File: src/rtl/vending_if.sv
// Handshake bundle between the coin/selection front end and vending_ctrl.
//   master : drives moneyin_pulse, select, return_req; observes controller outputs
//   slave  : the controller side (vending_ctrl)
// Signals:
//   moneyin_pulse[3:0] one-cycle coin pulses, bit i = coin channel i
//   select[3:0]        product request pulses, bit i = product i
//   return_req         refund request for all remaining credit
//   credit             current credit (registered)
//   dispense[3:0]      one-hot one-cycle dispense strobe
//   change_out[3:0]    one-hot one-cycle coin-eject strobe
//   coin_reject[3:0]   echo of rejected coin bits
//   deny               selection refused strobe
//   busy               controller not idle
interface vending_if #(
  parameter int unsigned CREDIT_W = 14
);
  logic [3:0]          moneyin_pulse;
  logic [3:0]          select;
  logic                return_req;
  logic [CREDIT_W-1:0] credit;
  logic [3:0]          dispense;
  logic [3:0]          change_out;
  logic [3:0]          coin_reject;
  logic                deny;
  logic                busy;

  modport master (
    output moneyin_pulse, select, return_req,
    input  credit, dispense, change_out, coin_reject, deny, busy
  );

  modport slave (
    input  moneyin_pulse, select, return_req,
    output credit, dispense, change_out, coin_reject, deny, busy
  );
endinterface

File: src/rtl/vending_ctrl.sv
// Vending machine sequencer: accumulates coin credit, services product
// selections and pays out change one coin per cycle.
// Ports:
//   clk   : system clock, all state on rising edge
//   reset : synchronous active-high reset, clears all state
//   bus   : vending_if.slave (coins/select/return in, credit and strobes out)
// Optional build macro:
//   AUTO_CHANGE_EN : after a dispense, automatically refund any remaining
//                    credit; when undefined, credit is kept for further buys.
module vending_ctrl #(
  parameter int unsigned CREDIT_W   = 14,
  parameter int unsigned MAX_CREDIT = 10000,
  parameter int unsigned COIN0_VAL  = 100,
  parameter int unsigned COIN1_VAL  = 500,
  parameter int unsigned COIN2_VAL  = 1000,
  parameter int unsigned COIN3_VAL  = 5000,
  parameter int unsigned PRICE0     = 300,
  parameter int unsigned PRICE1     = 500,
  parameter int unsigned PRICE2     = 700,
  parameter int unsigned PRICE3     = 1200
) (
  input logic     clk,
  input logic     reset,
  vending_if.slave bus
);

  typedef enum logic [1:0] {
    IDLE     = 2'd0,
    DISPENSE = 2'd1,
    CHANGE   = 2'd2
  } state_t;

  localparam logic [CREDIT_W:0] MAX_EXT = MAX_CREDIT[CREDIT_W:0];

  function automatic logic [CREDIT_W:0] coin_val(input logic [1:0] i);
    case (i)
      2'd0:    coin_val = COIN0_VAL[CREDIT_W:0];
      2'd1:    coin_val = COIN1_VAL[CREDIT_W:0];
      2'd2:    coin_val = COIN2_VAL[CREDIT_W:0];
      default: coin_val = COIN3_VAL[CREDIT_W:0];
    endcase
  endfunction

  function automatic logic [CREDIT_W:0] price(input logic [1:0] i);
    case (i)
      2'd0:    price = PRICE0[CREDIT_W:0];
      2'd1:    price = PRICE1[CREDIT_W:0];
      2'd2:    price = PRICE2[CREDIT_W:0];
      default: price = PRICE3[CREDIT_W:0];
    endcase
  endfunction

  state_t              state;
  logic [CREDIT_W-1:0] credit_q;
  logic [3:0]          dispense_q;
  logic [3:0]          change_q;
  logic [3:0]          reject_q;
  logic                deny_q;
  logic                busy_q;

  logic [CREDIT_W:0]   credit_ext;
  logic [CREDIT_W:0]   coin_sum;
  logic [CREDIT_W:0]   coin_total;
  logic [1:0]          sel_idx;
  logic                sel_found;
  logic [CREDIT_W:0]   sel_price;
  logic [1:0]          chg_idx;
  logic [CREDIT_W:0]   chg_val;

  always_comb begin
    credit_ext = {1'b0, credit_q};
    coin_sum   = '0;
    sel_idx    = 2'd0;
    sel_found  = 1'b0;
    chg_idx    = 2'd0;
    for (int unsigned i = 0; i < 4; i++) begin
      if (bus.moneyin_pulse[i])
        coin_sum = coin_sum + coin_val(i[1:0]);
      // lowest set select bit wins
      if (bus.select[i] && !sel_found) begin
        sel_idx   = i[1:0];
        sel_found = 1'b1;
      end
      // ascending scan leaves the largest coin that still fits
      if (coin_val(i[1:0]) <= credit_ext)
        chg_idx = i[1:0];
    end
    coin_total = credit_ext + coin_sum;
    sel_price  = price(sel_idx);
    chg_val    = coin_val(chg_idx);
  end

  always_ff @(posedge clk) begin
    if (reset) begin
      state      <= IDLE;
      credit_q   <= '0;
      dispense_q <= '0;
      change_q   <= '0;
      reject_q   <= '0;
      deny_q     <= 1'b0;
      busy_q     <= 1'b0;
    end else begin
      dispense_q <= '0;
      change_q   <= '0;
      reject_q   <= '0;
      deny_q     <= 1'b0;
      case (state)
        IDLE: begin
          if (bus.return_req) begin
            reject_q <= bus.moneyin_pulse;
            if (credit_q != '0) begin
              state  <= CHANGE;
              busy_q <= 1'b1;
            end
          end else if (bus.select != '0) begin
            reject_q <= bus.moneyin_pulse;
            if (credit_ext >= sel_price) begin
              credit_q   <= credit_q - sel_price[CREDIT_W-1:0];
              dispense_q <= 4'b0001 << sel_idx;
              state      <= DISPENSE;
              busy_q     <= 1'b1;
            end else begin
              deny_q <= 1'b1;
            end
          end else if (bus.moneyin_pulse != '0) begin
            // all-or-nothing: a cycle's coins are either all accepted or all rejected
            if (coin_total <= MAX_EXT)
              credit_q <= coin_total[CREDIT_W-1:0];
            else
              reject_q <= bus.moneyin_pulse;
          end
        end
        DISPENSE: begin
          reject_q <= bus.moneyin_pulse;
`ifdef AUTO_CHANGE_EN
          if (credit_q != '0) begin
            state  <= CHANGE;
            busy_q <= 1'b1;
          end else begin
            state  <= IDLE;
            busy_q <= 1'b0;
          end
`else
          state  <= IDLE;
          busy_q <= 1'b0;
`endif
        end
        CHANGE: begin
          reject_q <= bus.moneyin_pulse;
          if (chg_val <= credit_ext) begin
            change_q <= 4'b0001 << chg_idx;
            credit_q <= credit_q - chg_val[CREDIT_W-1:0];
          end
          if (chg_val >= credit_ext) begin
            state  <= IDLE;
            busy_q <= 1'b0;
          end else begin
            busy_q <= 1'b1;
          end
        end
        default: begin
          state  <= IDLE;
          busy_q <= 1'b0;
        end
      endcase
    end
  end

  assign bus.credit      = credit_q;
  assign bus.dispense    = dispense_q;
  assign bus.change_out  = change_q;
  assign bus.coin_reject = reject_q;
  assign bus.deny        = deny_q;
  assign bus.busy        = busy_q;

endmodule

File: src/flat_wrapper.sv
// flat-port wrapper written by rule: the top's interface ports become plain ports
module vending_ctrl_flat 
#(
  parameter int unsigned CREDIT_W   = 14,
  parameter int unsigned MAX_CREDIT = 10000,
  parameter int unsigned COIN0_VAL  = 100,
  parameter int unsigned COIN1_VAL  = 500,
  parameter int unsigned COIN2_VAL  = 1000,
  parameter int unsigned COIN3_VAL  = 5000,
  parameter int unsigned PRICE0     = 300,
  parameter int unsigned PRICE1     = 500,
  parameter int unsigned PRICE2     = 700,
  parameter int unsigned PRICE3     = 1200
)
  (clk, reset, bus_moneyin_pulse, bus_select, bus_return_req, bus_credit, bus_dispense, bus_change_out, bus_coin_reject, bus_deny, bus_busy);
  vending_if #(.CREDIT_W(CREDIT_W)) bus_i ();
  input logic clk;
  input logic reset;
  input wire logic [$bits(bus_i.moneyin_pulse)-1:0] bus_moneyin_pulse;
  input wire logic [$bits(bus_i.select)-1:0] bus_select;
  input wire logic [$bits(bus_i.return_req)-1:0] bus_return_req;
  output wire logic [$bits(bus_i.credit)-1:0] bus_credit;
  output wire logic [$bits(bus_i.dispense)-1:0] bus_dispense;
  output wire logic [$bits(bus_i.change_out)-1:0] bus_change_out;
  output wire logic [$bits(bus_i.coin_reject)-1:0] bus_coin_reject;
  output wire logic [$bits(bus_i.deny)-1:0] bus_deny;
  output wire logic [$bits(bus_i.busy)-1:0] bus_busy;
  assign bus_i.moneyin_pulse = bus_moneyin_pulse;
  assign bus_i.select = bus_select;
  assign bus_i.return_req = bus_return_req;
  assign bus_credit = bus_i.credit;
  assign bus_dispense = bus_i.dispense;
  assign bus_change_out = bus_i.change_out;
  assign bus_coin_reject = bus_i.coin_reject;
  assign bus_deny = bus_i.deny;
  assign bus_busy = bus_i.busy;
  vending_ctrl #(.CREDIT_W(CREDIT_W), .MAX_CREDIT(MAX_CREDIT), .COIN0_VAL(COIN0_VAL), .COIN1_VAL(COIN1_VAL), .COIN2_VAL(COIN2_VAL), .COIN3_VAL(COIN3_VAL), .PRICE0(PRICE0), .PRICE1(PRICE1), .PRICE2(PRICE2), .PRICE3(PRICE3)) u_core (.clk(clk), .reset(reset), .bus(bus_i));
endmodule
File: config.mk
export PLATFORM = sky130hd
export DESIGN_NAME = vending_ctrl_flat
export DESIGN_NICKNAME = d
export VERILOG_FILES = /design/src/rtl/vending_if.sv /design/src/rtl/vending_ctrl.sv /design/src/flat_wrapper.sv
export SDC_FILE = /design/constraint.sdc
export NUM_CORES = 1
export LEC_CHECK = 0
export CORE_MARGIN = 5
export CORE_UTILIZATION = 50
export CTS_CLUSTER_SIZE = 28
export DETAILED_ROUTE_END_ITERATION = 10
export PLACE_DENSITY = 0.74
export SLEW_MARGIN = 25
export SYNTH_ARGS = -nofsm -noshare
export SYNTH_HDL_FRONTEND = slang
export SYNTH_SLANG_ARGS = --single-unit
File: constraint.sdc
create_clock -name clk -period 7.8 [get_ports clk]
set_input_delay 1.56 -clock clk [delete_from_list [all_inputs] [get_ports clk]]
set_output_delay 1.56 -clock clk [all_outputs]
set_load 0.01 [all_outputs]
==> impl_metrics.json <==
{
  "synth-async-reset-ratio_pct": 0,
  "power.density_mw_per_mm2": 489,
  "gp_congestion": 0.876,
  "slew_viol_final": 0,
  "ctsResizeCount": 0,
  "layout.nets": 505,
  "setup_viol": 0,
  "clock-sinks": 28,
  "drcViolationCount": 0,
  "crit_fanout": 20,
  "htreeDepth": 1,
  "die_area_mm2": 0.00814,
  "max_cap_viol_count": 0,
  "fin_crit_sh_pct": 75.8,
  "routed_wl_mm": 9.17,
  "cts_made_buffers": 3,
  "instances_no_fill": 530,
  "ys_seq_area_share_pct": 17.4,
  "worst_pin_slew_ns": 0.840,
  "cts_tree": "done",
  "hold_class": "flip-flop to flip-flop",
  "synth_most_common_cell": "nand2_1",
  "cts_hold_buf": 0,
  "pin_count": 39,
  "cts_root_buf": "clkbuf_8",
  "drtAntennaViolNets": 0,
  "arrival_ns": 6.06,
  "overflow": 0,
  "grt_usage_pct": 22.3,
  "core_area_mm2": 0.00631,
  "ys_types": 61,
  "setup_ws_ns": 1.89,
  "diodes": 0,
  "grt_pass1_wl_mm": 15.4,
  "cp-start-kind": "input pin",
  "io_buffers": 36,
  "syn_to_final_growth_pct": 14.1,
  "synth-seq-cells": 28,
  "die_w_um": 90.2,
  "finalCriticalPeriod_ns": 5.91,
  "routedWlPerCell_um": 17.3,
  "cp.required_ns": 7.95,
  "dr.pass1.iters": 5,
  "cts_buffer_depth": 2,
  "syn_area_mm2": 0.00322,
  "setup_tns_ns": 0,
  "clock.fmax_mhz": 169,
  "leakage_nw": 1.52,
  "synthFlopType": "dfxtp_1",
  "hpwl_mm": 7.15,
  "yosysTopAreaCell": "dfxtp_1",
  "rows": 29,
  "rsz0062_at_grt": "no",
  "fill_cells": 605,
  "drt_iter0_drc": 311,
  "avgSynthCellArea_um2": 7.57,
  "ir_drop_uv": 311,
  "dpl_worst_slack_ns": 1.64,
  "vias": 3261,
  "clk_latency_ns": 0.29,
  "slew_headroom_pct": 43.5,
  "drive_above_1_share_pct": 4.86,
  "grt_pass1_vias": 3064,
  "status": "finished, final reports clean",
  "ys_top_cells_by_count": "nand2_1, nor2_1, ha_1, dfxtp_1, a21oi_1",
  "regArea_um2": 561,
  "synth_enable_flop_cells": 0,
  "synth_top_area_share_pct": 17.4,
  "dp.cells": 526,
  "post_cts_buffers": 0,
  "hold_violations": 0,
  "antenna_found_initial": 0,
  "path_clk_slew_ns": 0.11,
  "vias_per_cell": 6.15,
  "synth_area_leaders": "dfxtp_1, ha_1, nand2_1, nor2_1, a21oi_1",
  "ys_warn_count": 0,
  "fin_skew_ns": 0.00573,
  "fp.dieH_um": 90.2,
  "initial_utilization_pct": 51.0,
  "critical_path_class": "input pin to flip-flop",
  "multi_input_comb_area_mm2": 0.00250,
  "grt_max_degree": 21,
  "cp-end-kind": "flip-flop",
  "synthCells": 425
}
==> layout make-up <==
class | instances | share of cell area [%]
clock buffer | 4 | 1.50
multi-input combinational | 361 | 68.1
inverter | 22 | 2.25
timing repair buffer | 38 | 10.2
sequential | 28 | 15.3
tap | 77 | 2.62
==> state kept, by name (all words and copies together) (netlist names) <==
register                flops
u_core.bus.credit          12
u_core.bus.change_out       4
u_core.bus.coin_reject      4
u_core.bus.dispense         4
u_core.state                2
u_core.bus.busy             1
u_core.bus.deny             1
==> critical path, cell delays in order <==
cell	delay [ns]
clkdlybuf4s50_1	0.54
inv_1	0.12
ha_1	0.26
nand2_1	0.07
o21ai_0	0.15
ha_1	0.24
nand2_1	0.08
o21ai_0	0.16
or3_1	0.35
nand3_1	0.09
o21ai_0	0.14
ha_1	0.30
a2111oi_0	0.52
a21oi_1	0.16
xnor2_1	0.16
a311o_1	0.35
a311oi_2	0.20
buf_4	0.31
mux2i_1	0.23
a21oi_1	0.08
==> worst paths after layout <==
kind / startpoint / to / slack, ns / cells past startpoint
min reg2reg: u_core.bus.busy / u_core.bus.busy / 0.60 / 2
max: bus_moneyin_pulse[0] / u_core.bus.credit[10] / 1.89 / 20
max reg2reg: u_core.bus.credit[13] / u_core.bus.credit[10] / 3.28 / 14
min: u_core.bus.busy / u_core.bus.busy / 0.60 / 2
==> cells by family after synthesis <==
kind of cell | after synthesis | synth area share [%]
simple gates | 164 | 25.2
compound gates | 122 | 26.7
fa+ha+maj | 40 | 16.3
buf+inv | 37 | 4.94
flops | 28 | 17.4
xor+xnor | 24 | 6.53
mux | 9 | 2.92
other cells | 1 | 0.117
==> per-layer routing <==
layer  share of wire, %  track usage [%]  wire [µm]
met4                2.0             5.46        181
met3                7.5             4.42        689
met1                 46             31.4       4200
met2                 45             35.0       4100
met5                  0                0          0
==> power breakdown <==
group / switching [mW] / internal [mW] / total (mW)
Clock: 0.0526 / 0.0454 / 0.0980
Combinational: 0.795 / 0.612 / 1.41
Sequential: 0.101 / 0.190 / 0.291
Total: 0.948 / 0.847 / 1.80
==> cell usage in the layout (no fill, tap or decap), drive strengths merged, types with 3 or more instances in the layout <==
| cell type | netlist | final |
|---|---|---|
| a31oi | 3 | 3 |
| xnor2 | 13 | 13 |
| or2 | 4 | 4 |
| nand3 | 11 | 11 |
| inv | 22 | 22 |
| clkdlybuf4s50 | 0 | 36 |
| o211ai | 11 | 11 |
| dfxtp | 28 | 28 |
| and2 | 6 | 6 |
| nor3 | 11 | 11 |
| nor2b | 8 | 8 |
| ha | 37 | 37 |
| nand4 | 4 | 4 |
| mux2i | 6 | 6 |
| a21o | 5 | 5 |
| fa | 3 | 3 |
| and3 | 5 | 5 |
| o21a | 8 | 8 |
| a21oi | 27 | 27 |
| mux2 | 3 | 3 |
| nor2 | 41 | 41 |
| a211oi | 13 | 13 |
| nand2b | 9 | 9 |
| o21ai | 26 | 26 |
| or3 | 5 | 5 |
| nand2 | 45 | 45 |
| clkbuf | 10 | 4 |
| nor4 | 5 | 5 |
| xor2 | 11 | 11 |
==> through the flow <==
step | power [mW] | hold WS, ns | instance area [µm²] | utilization (%)
floorplan | 1.30 | 0.568 | 3220 | -
global placement | 1.64 | 0.584 | 3620 | 57.3
detailed placement | 1.66 | 0.579 | 3620 | 57.3
CTS | 1.76 | 0.613 | 3670 | 58.2
global route | 1.97 | 0.643 | 3670 | 58.2
finish | 1.80 | 0.604 | 3670 | 58.2
(Power assumes the default switching activity.)
